<file path="src/rtl/prefetch_unit.sv">
// prefetch_unit -- bus-control / opcode prefetch queue for the V30MZ core.
//
// Fetches code bytes from {PS,0000}+PFP over the 16-bit bus into a byte FIFO.
// The FIFO head is exposed as a PEEK-byte window so the decoder can consume
// opcode, modrm, displacement and immediate bytes in a single cycle.
//
// Ports
//   clk, reset      clock, synchronous active-high reset
//   flush           discard queue and restart at flush_ps:flush_pc
//   flush_ps/pc     new program segment / fetch offset
//   pop_count       bytes consumed by the decoder this cycle
//   bus_ready_n     low = bus_data valid this cycle
//   bus_data        read data, even-address byte on [7:0]
//   bus_addr        fetch address (registered, stable for the whole bus cycle)
//   bus_status      4'h9 code fetch, 4'hF idle
//   peek_data       byte i = queue[head+i], zero beyond the held level
//   level           bytes held
//   pfp             next fetch offset
//   underflow       sticky flag: decoder asked for more bytes than were held
module prefetch_unit #(
    parameter int          DEPTH    = 8,
    parameter int          PEEK     = 4,
    parameter logic [15:0] RESET_PS = 16'hFFFF,
    parameter logic [15:0] RESET_PC = 16'h0000,
    localparam int         PCW      = $clog2(PEEK + 1),
    localparam int         LW       = $clog2(DEPTH + 1)
) (
    input  logic              clk,
    input  logic              reset,
    input  logic              flush,
    input  logic [15:0]       flush_ps,
    input  logic [15:0]       flush_pc,
    input  logic [PCW-1:0]    pop_count,
    input  logic              bus_ready_n,
    input  logic [15:0]       bus_data,
    output logic [19:0]       bus_addr,
    output logic [3:0]        bus_status,
    output logic [8*PEEK-1:0] peek_data,
    output logic [LW-1:0]     level,
    output logic [15:0]       pfp,
    output logic              underflow
);

    localparam int          AW          = $clog2(DEPTH);
    localparam logic [3:0]  ST_FETCH    = 4'h9;
    localparam logic [3:0]  ST_IDLE     = 4'hF;
    localparam logic [19:0] RESET_ADDR  = {RESET_PS, 4'b0} + {4'b0, RESET_PC};

    typedef enum logic [1:0] {S_IDLE, S_FETCH, S_DRAIN} state_t;

    state_t         state_q, state_d;
    logic [15:0]    ps_q, ps_d;
    logic [15:0]    pfp_q, pfp_d;
    logic [AW-1:0]  head_q, head_d;
    logic [AW-1:0]  tail_q, tail_d;
    logic [LW-1:0]  level_q, level_d;
    logic           underflow_q, underflow_d;
    logic [3:0]     bus_status_q, bus_status_d;
    logic [19:0]    bus_addr_q, bus_addr_d;
    logic [7:0]     mem_q [DEPTH];
    logic [7:0]     mem_d [DEPTH];

    logic [LW-1:0]  need, space, pop_req, pop_eff, pushed;
    logic [19:0]    fetch_addr;
    logic           bus_done, push, over_pop;

    // Odd offsets take one byte from the high lane, after which fetches align.
    assign need       = pfp_q[0] ? LW'(1) : LW'(2);
    // Space is judged on the registered level, before this cycle's pop.
    assign space      = LW'(DEPTH) - level_q;
    assign fetch_addr = {ps_q, 4'b0} + {4'b0, pfp_q};
    assign bus_done   = !bus_ready_n;

    // ---------------- FSM: state register ----------------
    // NOTE: every clocked process uses non-blocking assignments so all flops
    // sample the same pre-edge values regardless of process ordering.
    always_ff @(posedge clk) begin
        if (reset) state_q <= S_IDLE;
        else       state_q <= state_d;
    end

    // ---------------- FSM: next state ----------------
    // NOTE: each always_comb assigns its outputs a default first, so no path
    // leaves a signal unassigned and no latch is inferred.
    always_comb begin
        state_d = state_q;
        unique case (state_q)
            S_IDLE:  if (!flush && space >= need) state_d = S_FETCH;
            // A flush that coincides with the ready beat has nothing left to drain.
            S_FETCH: if (bus_done)                state_d = S_IDLE;
                     else if (flush)              state_d = S_DRAIN;
            S_DRAIN: if (bus_done)                state_d = S_IDLE;
            default:                              state_d = S_IDLE;
        endcase
    end

    // ---------------- FSM: outputs (registered bus controls) ----------------
    always_comb begin
        bus_status_d = bus_status_q;
        bus_addr_d   = bus_addr_q;
        if (state_q == S_IDLE && state_d == S_FETCH) begin
            bus_status_d = ST_FETCH;
            bus_addr_d   = fetch_addr;
        end else if (state_q != S_IDLE && state_d == S_IDLE) begin
            bus_status_d = ST_IDLE;
        end
    end

    // ---------------- queue datapath ----------------
    always_comb begin
        push        = (state_q == S_FETCH) && bus_done && !flush;
        pop_req     = LW'(pop_count);
        over_pop    = pop_req > level_q;
        pop_eff     = over_pop ? level_q : pop_req;
        pushed      = push ? need : '0;

        mem_d       = mem_q;
        ps_d        = ps_q;
        pfp_d       = pfp_q;
        head_d      = head_q + AW'(pop_eff);
        tail_d      = tail_q + AW'(pushed);
        level_d     = level_q - pop_eff + pushed;
        underflow_d = underflow_q | over_pop;

        if (push) begin
            if (pfp_q[0]) begin
                mem_d[tail_q] = bus_data[15:8];
            end else begin
                mem_d[tail_q]          = bus_data[7:0];
                mem_d[tail_q + AW'(1)] = bus_data[15:8];
            end
            pfp_d = pfp_q + 16'(need);  // wraps within the segment, no PS carry
        end

        // Flush overrides push and pop; the decoder's pop is meaningless here.
        if (flush) begin
            ps_d        = flush_ps;
            pfp_d       = flush_pc;
            head_d      = tail_q;
            tail_d      = tail_q;
            level_d     = '0;
            underflow_d = underflow_q;
        end
    end

    always_ff @(posedge clk) begin
        if (reset) begin
            ps_q         <= RESET_PS;
            pfp_q        <= RESET_PC;
            head_q       <= '0;
            tail_q       <= '0;
            level_q      <= '0;
            underflow_q  <= 1'b0;
            bus_status_q <= ST_IDLE;
            bus_addr_q   <= RESET_ADDR;
        end else begin
            ps_q         <= ps_d;
            pfp_q        <= pfp_d;
            head_q       <= head_d;
            tail_q       <= tail_d;
            level_q      <= level_d;
            underflow_q  <= underflow_d;
            bus_status_q <= bus_status_d;
            bus_addr_q   <= bus_addr_d;
        end
    end

    // NOTE: queue storage has no reset; level/head/tail alone define which
    // bytes are valid, and peek_data masks everything beyond level.
    always_ff @(posedge clk) begin
        mem_q <= mem_d;
    end

    // Peek window: combinational from registered state, zero beyond level.
    always_comb begin
        peek_data = '0;
        for (int i = 0; i < PEEK; i++) begin
            if (LW'(i) < level_q) peek_data[8*i +: 8] = mem_q[head_q + AW'(i)];
        end
    end

    assign bus_addr   = bus_addr_q;
    assign bus_status = bus_status_q;
    assign level      = level_q;
    assign pfp        = pfp_q;
    assign underflow  = underflow_q;

endmodule

</file>
<file path="config.mk">
export PLATFORM = sky130hd
export DESIGN_NAME = prefetch_unit
export DESIGN_NICKNAME = d
export VERILOG_FILES = /design/src/rtl/prefetch_unit.sv
export SDC_FILE = /design/constraint.sdc
export NUM_CORES = 1
export LEC_CHECK = 0
export CORE_MARGIN = 5
export CORE_UTILIZATION = 59
export DETAILED_ROUTE_END_ITERATION = 10
export GPL_TIMING_DRIVEN = 1
export PLACE_DENSITY_LB_ADDON = 0.2
export REMOVE_ABC_BUFFERS = 1
export SYNTH_ARGS = -nofsm -noshare
export SYNTH_HDL_FRONTEND = slang
export SYNTH_SLANG_ARGS = --single-unit
</file>
<file path="constraint.sdc">
create_clock -name clk -period 6.2 [get_ports clk]
set_input_delay 0.62 -clock clk [delete_from_list [all_inputs] [get_ports clk]]
set_output_delay 0.62 -clock clk [all_outputs]
set_load 0.05 [all_outputs]
</file>
==> impl_metrics.json, run 1 <==
{
  "first_pass_iters": 9,
  "grt_max_degree": 45,
  "crit_family": "buffers and inverters",
  "seq_area_frac_synth": 0.382,
  "cts_setup_buffers": 0,
  "finalSetupTns_ns": 0,
  "r2r_slack_ns": 2.75,
  "area_growth_pct": 23.9,
  "crit_type": "reg -> out",
  "port_buffers": 129,
  "slew_headroom": 0.142,
  "crit_path_start_kind": "flip-flop",
  "synth_seq_cells": 130,
  "io_pins": 132,
  "ys_warn_count": 0,
  "dieArea_um2": 16900,
  "cellLeakagePower_nw": 3.84,
  "gp_congestion": 0.913,
  "initial_core_util": 0.607,
  "end_kind": "primary output",
  "h-tree-depth": 4,
  "drive_above_1_share": 0.114,
  "rr_startpoint": "level[1]$_SDFF_PP0_",
  "rows": 43,
  "r2r_end": "level[3]$_SDFF_PP0_",
  "fin_skew_ns": 0.00787,
  "antenna_found_initial": 0,
  "fillers": 993,
  "root_buffer": "clkbuf_16",
  "clk_path_buf_depth": 2,
  "synth_cell_types": 55,
  "worst_pin_slew_ns": 1.28,
  "status": "complete, no violations",
  "utilization": 0.752,
  "maxCapViolations": 0,
  "max_stage_delay_ns": 1.09,
  "min_path_cells": 2,
  "postSynth.asyncResetShare": 0,
  "die_w_um": 130,
  "via_per_inst": 6.32,
  "hp-class": "reg -> reg",
  "period_minus_slack_ns": 4.94,
  "cpMaxStageDelayCell": "ha_1",
  "numCtsBuffers": 17,
  "synth_flop_cell": "dfxtp_1",
  "die_h_um": 130,
  "numClockSinks": 130,
  "netlist_area_um2": 8490,
  "nets": 1052,
  "rsz0062_at_grt": "false",
  "hold_viol_final": 0,
  "hpwl_um": 16900,
  "postCtsHoldBufs": 0,
  "num_vias": 7296,
  "synth_edf_count": 64,
  "tritoncts": "done",
  "avgSynthCellArea_um2": 9.88,
  "antenna_left": 0,
  "hold_end": "bus_addr[10]$_SDFFE_PP1P_",
  "avgRoutedWirePerCell_um": 21.4,
  "crit_chain": "clkinv_1, ha_1, mux2i_1, nor2_1, clkdlybuf4s50_1",
  "insertion_delay_ns": 0.43,
  "worstRegToRegCells": 12,
  "min_from": "bus_addr[10]$_SDFFE_PP1P_",
  "vdd_drop_max_v": 0.000340,
  "path_buf_inv": 2,
  "syn-instance-count": 859,
  "wl_um": 24700,
  "seq_area_um2": 3240,
  "required_ns": 5.58,
  "maxSlewViolCount": 0,
  "drc": 0,
  "grt_pass1_vias": 7245,
  "clock.fmax_mhz": 202,
  "setup_viol": 0,
  "path_clk_slew_ns": 0.06,
  "coreArea_um2": 14000,
  "total_power_mw": 4.44,
  "antenna_cells": 0,
  "grt_pass1_wl_um": 39000,
  "gr-usage-all-layers": 0.302,
  "cp_max_fo": 24,
  "powerDensity_nw_per_um2": 422,
  "fin_crit_sh": 0.797,
  "multi_input_area_um2": 4830,
  "cts_resized": 0,
  "critPathArrivalTime_ns": 4.32,
  "grt_overflow": 0,
  "drt_first_iter_violations": 823
}
-- synth_stat cells, types with 3 or more instances --
| cell | instances | area share |
|---|---|---|
| nor4_1 | 4 | 0.0029 |
| and3_1 | 3 | 0.0022 |
| mux2i_1 | 56 | 0.066 |
| or3_1 | 6 | 0.0044 |
| a211oi_1 | 12 | 0.011 |
| nor3_1 | 15 | 0.0088 |
| xor2_1 | 12 | 0.012 |
| nand2b_1 | 5 | 0.0037 |
| buf_6 | 3 | 0.0040 |
| ha_1 | 31 | 0.046 |
| buf_2 | 12 | 0.0071 |
| nand3b_1 | 4 | 0.0035 |
| fa_1 | 5 | 0.012 |
| clkbuf_1 | 25 | 0.011 |
| mux2_2 | 5 | 0.0066 |
| nor2_1 | 73 | 0.032 |
| o311ai_0 | 3 | 0.0031 |
| a21o_1 | 8 | 0.0071 |
| o21ai_0 | 80 | 0.047 |
| dfxtp_1 | 66 | 0.16 |
| nand2_1 | 133 | 0.059 |
| buf_4 | 7 | 0.0062 |
| a21oi_1 | 47 | 0.028 |
| buf_1 | 16 | 0.0071 |
| edfxtp_1 | 64 | 0.23 |
| nand3_1 | 11 | 0.0065 |
| nand4_1 | 3 | 0.0022 |
| mux4_2 | 53 | 0.14 |
| xnor2_1 | 20 | 0.021 |
| o21a_1 | 4 | 0.0035 |
| nor3b_1 | 4 | 0.0035 |
| inv_1 | 31 | 0.014 |
| o211ai_1 | 8 | 0.0071 |
-- metrics by stage --
step / instance area, um2 / setup WS, ns / instances / hold slack, ns
final: 10500 / 1.26 / 1154 / 0.475
after global routing: 10500 / 1.07 / 1154 / 0.500
after CTS: 10500 / 1.31 / 1154 / 0.475
after detailed placement: 9830 / 1.76 / 1122 / 0.463
after global placement: 9830 / 1.93 / 1122 / 0.449
after floorplan: 8190 / 0.631 / 797 / 0.446
-- state kept, by name (all words and copies together), names as in the netlist --
register / cells
underflow: 1
head_q: 3
ps_q: 16
bus_addr: 20
pfp: 16
state_q: 2
mem_q: 64
level: 4
tail_q: 3
bus_status: 1
-- worst max path at each step --
stage	startpoint	to	slack, ns	cells past startpoint
6_report	head_q[1]$_SDFF_PP0_	peek_data[26]	1.26	5
5_1_grt	head_q[1]$_SDFF_PP0_	peek_data[26]	1.07	5
4_1_cts	head_q[1]$_SDFF_PP0_	peek_data[26]	1.31	5
3_5_place_dp	head_q[1]$_SDFF_PP0_	peek_data[26]	1.76	5
3_3_place_gp	head_q[1]$_SDFF_PP0_	peek_data[26]	1.93	5
2_1_floorplan	head_q[0]$_SDFF_PP0_	peek_data[31]	0.63	6
-- tightest hold or removal path: cells and delay by family (launching register included) --
kind               cells  cell delay, ns
AOI/OAI and AO/OA      2            0.12
DFF                    1            0.33
-- cells by family after synthesis --
family,Yosys count,share of synthesized area
simple gates,272,0.140
compound gates,178,0.124
flops,130,0.382
mux,114,0.213
buf+inv,96,0.0500
fa+ha+maj,36,0.0575
xor+xnor,32,0.0330
other cells,1,0.000442
-- layer usage --
| metal | share of wire | vias up | global-route usage |
|---|---|---|---|
| met2 | 0.50 | 455 | 0.502 |
| met5 | 0 | - | 0 |
| met3 | 0.098 | 81 | 0.0761 |
| met4 | 0.039 | 0 | 0.142 |
| li1 | - | 3330 | - |
| met1 | 0.36 | 3430 | 0.371 |
-- area by class of cell --
type | instances | share of cell area
Clock buffer | 18 | 0.0408
Clock inverter | 14 | 0.0246
Timing Repair Buffer | 145 | 0.134
Multi-Input combinational cell | 634 | 0.459
Tap cell | 180 | 0.0214
Sequential cell | 130 | 0.308
Inverter | 33 | 0.0118
-- layout by cell type, fill, tap and decap left out, types with 4 or more instances in the layout --
cell,synthesis,routed
fa_1,5,5
o211ai_1,8,8
xnor2_1,20,20
inv_1,31,31
ha_1,31,31
clkbuf_16,0,17
o21ai_0,80,80
nand2b_1,5,5
mux4_2,53,53
a21oi_1,47,47
dfxtp_1,66,65
a21o_1,8,8
xor2_1,12,12
clkdlybuf4s50_1,0,128
nand3_1,11,11
nor3b_1,4,4
bufinv_16,0,7
nand3b_1,4,4
mux2i_1,56,56
mux2_2,5,5
edfxtp_1,64,64
o21a_1,4,4
or3_1,6,6
buf_4,7,16
nor2_1,73,73
a211oi_1,12,12
nor3_1,15,15
nand2_1,133,133
-- power by group --
group / leakage, nW / internal, mW / switching [mW]
clock: 0.324 / 0.793 / 0.385
sequential: 1.13 / 0.984 / 0.0934
combinational: 2.38 / 0.806 / 1.38
Note: power is estimated with default switching activity, not from simulation.
==> run 2, diff against run 1 <==
- CORE_UTILIZATION: 59 -> 55
- clock period: 6.2 -> 4.95 ns (I/O delays scaled with it)
==> run 2 against run 1 <==
Effect of this change: combinational power rose by 28%; wire length down 4.9%; final area up 0.11%; die area grew 6.7%; final cell count is 1.5% higher; clock skew fell by 0.0024 ns; hold slack got worse by 0.0065 ns; highest routed layer unchanged.
==> impl_metrics.json, run 2 (synthesized netlist as in run 1, its figures left out) <==
{
  "total_power_mw": 5.33,
  "via_per_inst": 6.07,
  "final_cells": 1171,
  "hold_end": "bus_addr[9]$_SDFFE_PP1P_",
  "slew_headroom": 0.181,
  "place_inst": 1139,
  "cts_setup_buffers": 0,
  "setup.worst_path.start": "head_q[0]$_SDFF_PP0_",
  "die_h_um": 134,
  "antenna_cells": 0,
  "dieArea_um2": 18000,
  "first_pass_iters": 4,
  "critPathArrivalTime_ns": 3.42,
  "finalSetupTns_ns": 0,
  "maxSlewViolCount": 0,
  "grt_overflow": 0,
  "crit_path_start_kind": "flip-flop",
  "status": "complete, no violations",
  "postCtsHoldBufs": 0,
  "grt_max_degree": 44,
  "drc": 0,
  "die_w_um": 134,
  "drt_first_iter_violations": 608,
  "h-tree-depth": 4,
  "hold_viol_final": 0,
  "cellLeakagePower_nw": 3.86,
  "maxCapViolations": 0,
  "port_buffers": 129,
  "crit_type": "reg -> out",
  "largest_reg_flops": 64,
  "coreArea_um2": 15100,
  "rr_startpoint": "level[1]$_SDFF_PP0_",
  "initial_core_util": 0.561,
  "insertion_delay_ns": 0.43,
  "worstRegToRegCells": 12,
  "rows": 45,
  "cts_resized": 0,
  "num_vias": 7104,
  "worst_pin_slew_ns": 1.23,
  "fin_skew_ns": 0.00547,
  "r2r_slack_ns": 1.60,
  "path_clk_slew_ns": 0.06,
  "min_from": "bus_addr[9]$_SDFFE_PP1P_",
  "numCtsBuffers": 17,
  "gr-usage-all-layers": 0.266,
  "top_register": "mem_q",
  "avgRoutedWirePerCell_um": 20.1,
  "powerDensity_nw_per_um2": 506,
  "whs_ns": 0.468,
  "grt_pass1_vias": 6945,
  "tritoncts": "done",
  "wl_um": 23500,
  "end_kind": "primary output",
  "vdd_drop_max_v": 0.000320,
  "nets": 1061,
  "fin_crit_sh": 0.791,
  "period_minus_slack_ns": 3.91,
  "r2r_end": "level[3]$_SDFF_PP0_",
  "grt_pass1_wl_um": 37300,
  "numClockSinks": 130,
  "io_pins": 132,
  "layout_commonest_cell": "nand2_1",
  "hp-class": "reg -> reg",
  "hpwl_um": 16300,
  "setup_viol": 0,
  "gp_congestion": 0.872,
  "required_ns": 4.45,
  "drive_above_1_share": 0.129,
  "antenna_found_initial": 0,
  "area_growth_pct": 24.1,
  "clk_path_buf_depth": 2,
  "mostFrequentLayoutCells": "nand2_1, clkdlybuf4s50_1, o21ai_0, nor2_1, dfxtp_1",
  "rsz0062_at_grt": "false",
  "antenna_left": 0,
  "cp_max_fo": 18,
  "min_path_cells": 2,
  "root_buffer": "clkbuf_16",
  "clock.fmax_mhz": 255,
  "fillers": 1122
}
run 2: changes by cell type in the layout (fill, tap and decap cells not counted), moves of 3 or more:
cell	previous run	this run
buf_4	16	26
clkinv_2	1	4
clkdlybuf4s50_1	128	119
buf_12	0	8
clkbuf_1	1	4
bufinv_16	7	1
run 2: critical path, cell delays in order, from the launching register on:
cell and delay [ns]:
dfxtp_2 0.66, buf_4 0.42, ha_1 0.22, xor2_1 0.19, buf_4 0.25, mux4_2 0.31, mux2i_1 0.16, nor2_1 0.06
clkdlybuf4s50_1 0.70
run 2: layer usage:
metal,routed length [um],GRT usage
met5,0,0
met4,677,0.100
met3,1920,0.0630
met2,11500,0.441
met1,9430,0.340
run 2: power breakdown:
| group | leakage (nW) | internal [mW] | switching, mW | total, mW |
|---|---|---|---|---|
| Clock | 0.262 | 0.699 | 0.471 | 1.17 |
| Combinational | 2.47 | 1.08 | 1.72 | 2.80 |
| Sequential | 1.13 | 1.23 | 0.123 | 1.36 |
run 2: final cells by class:
type	count	area, um2	area share
multi-input combinational	634	4840	0.459
inverter	33	124	0.0118
tap	188	235	0.0223
clock inverter	10	83.8	0.00796
timing repair buffer	154	1550	0.147
clock buffer	22	454	0.0431
sequential	130	3240	0.308
run 2: through the flow:
step | area (um2) | util | setup slack, ns
2_1_floorplan | 8190 | - | -0.494
3_3_place_gp | 9990 | 0.660 | 1.31
3_5_place_dp | 9990 | 0.660 | 1.22
4_1_cts | 10500 | 0.695 | 0.998
5_1_grt | 10500 | 0.695 | 0.822
6_report | 10500 | 0.695 | 1.04
run 2: how the worst max path moves through the flow:
| stage | to |
|---|---|
| 2_1_floorplan | peek_data[31] |
| 3_3_place_gp | level[3]$_SDFF_PP0_ |
| 3_5_place_dp | level[3]$_SDFF_PP0_ |
| 4_1_cts | peek_data[9] |
| 5_1_grt | peek_data[9] |
| 6_report | peek_data[9] |
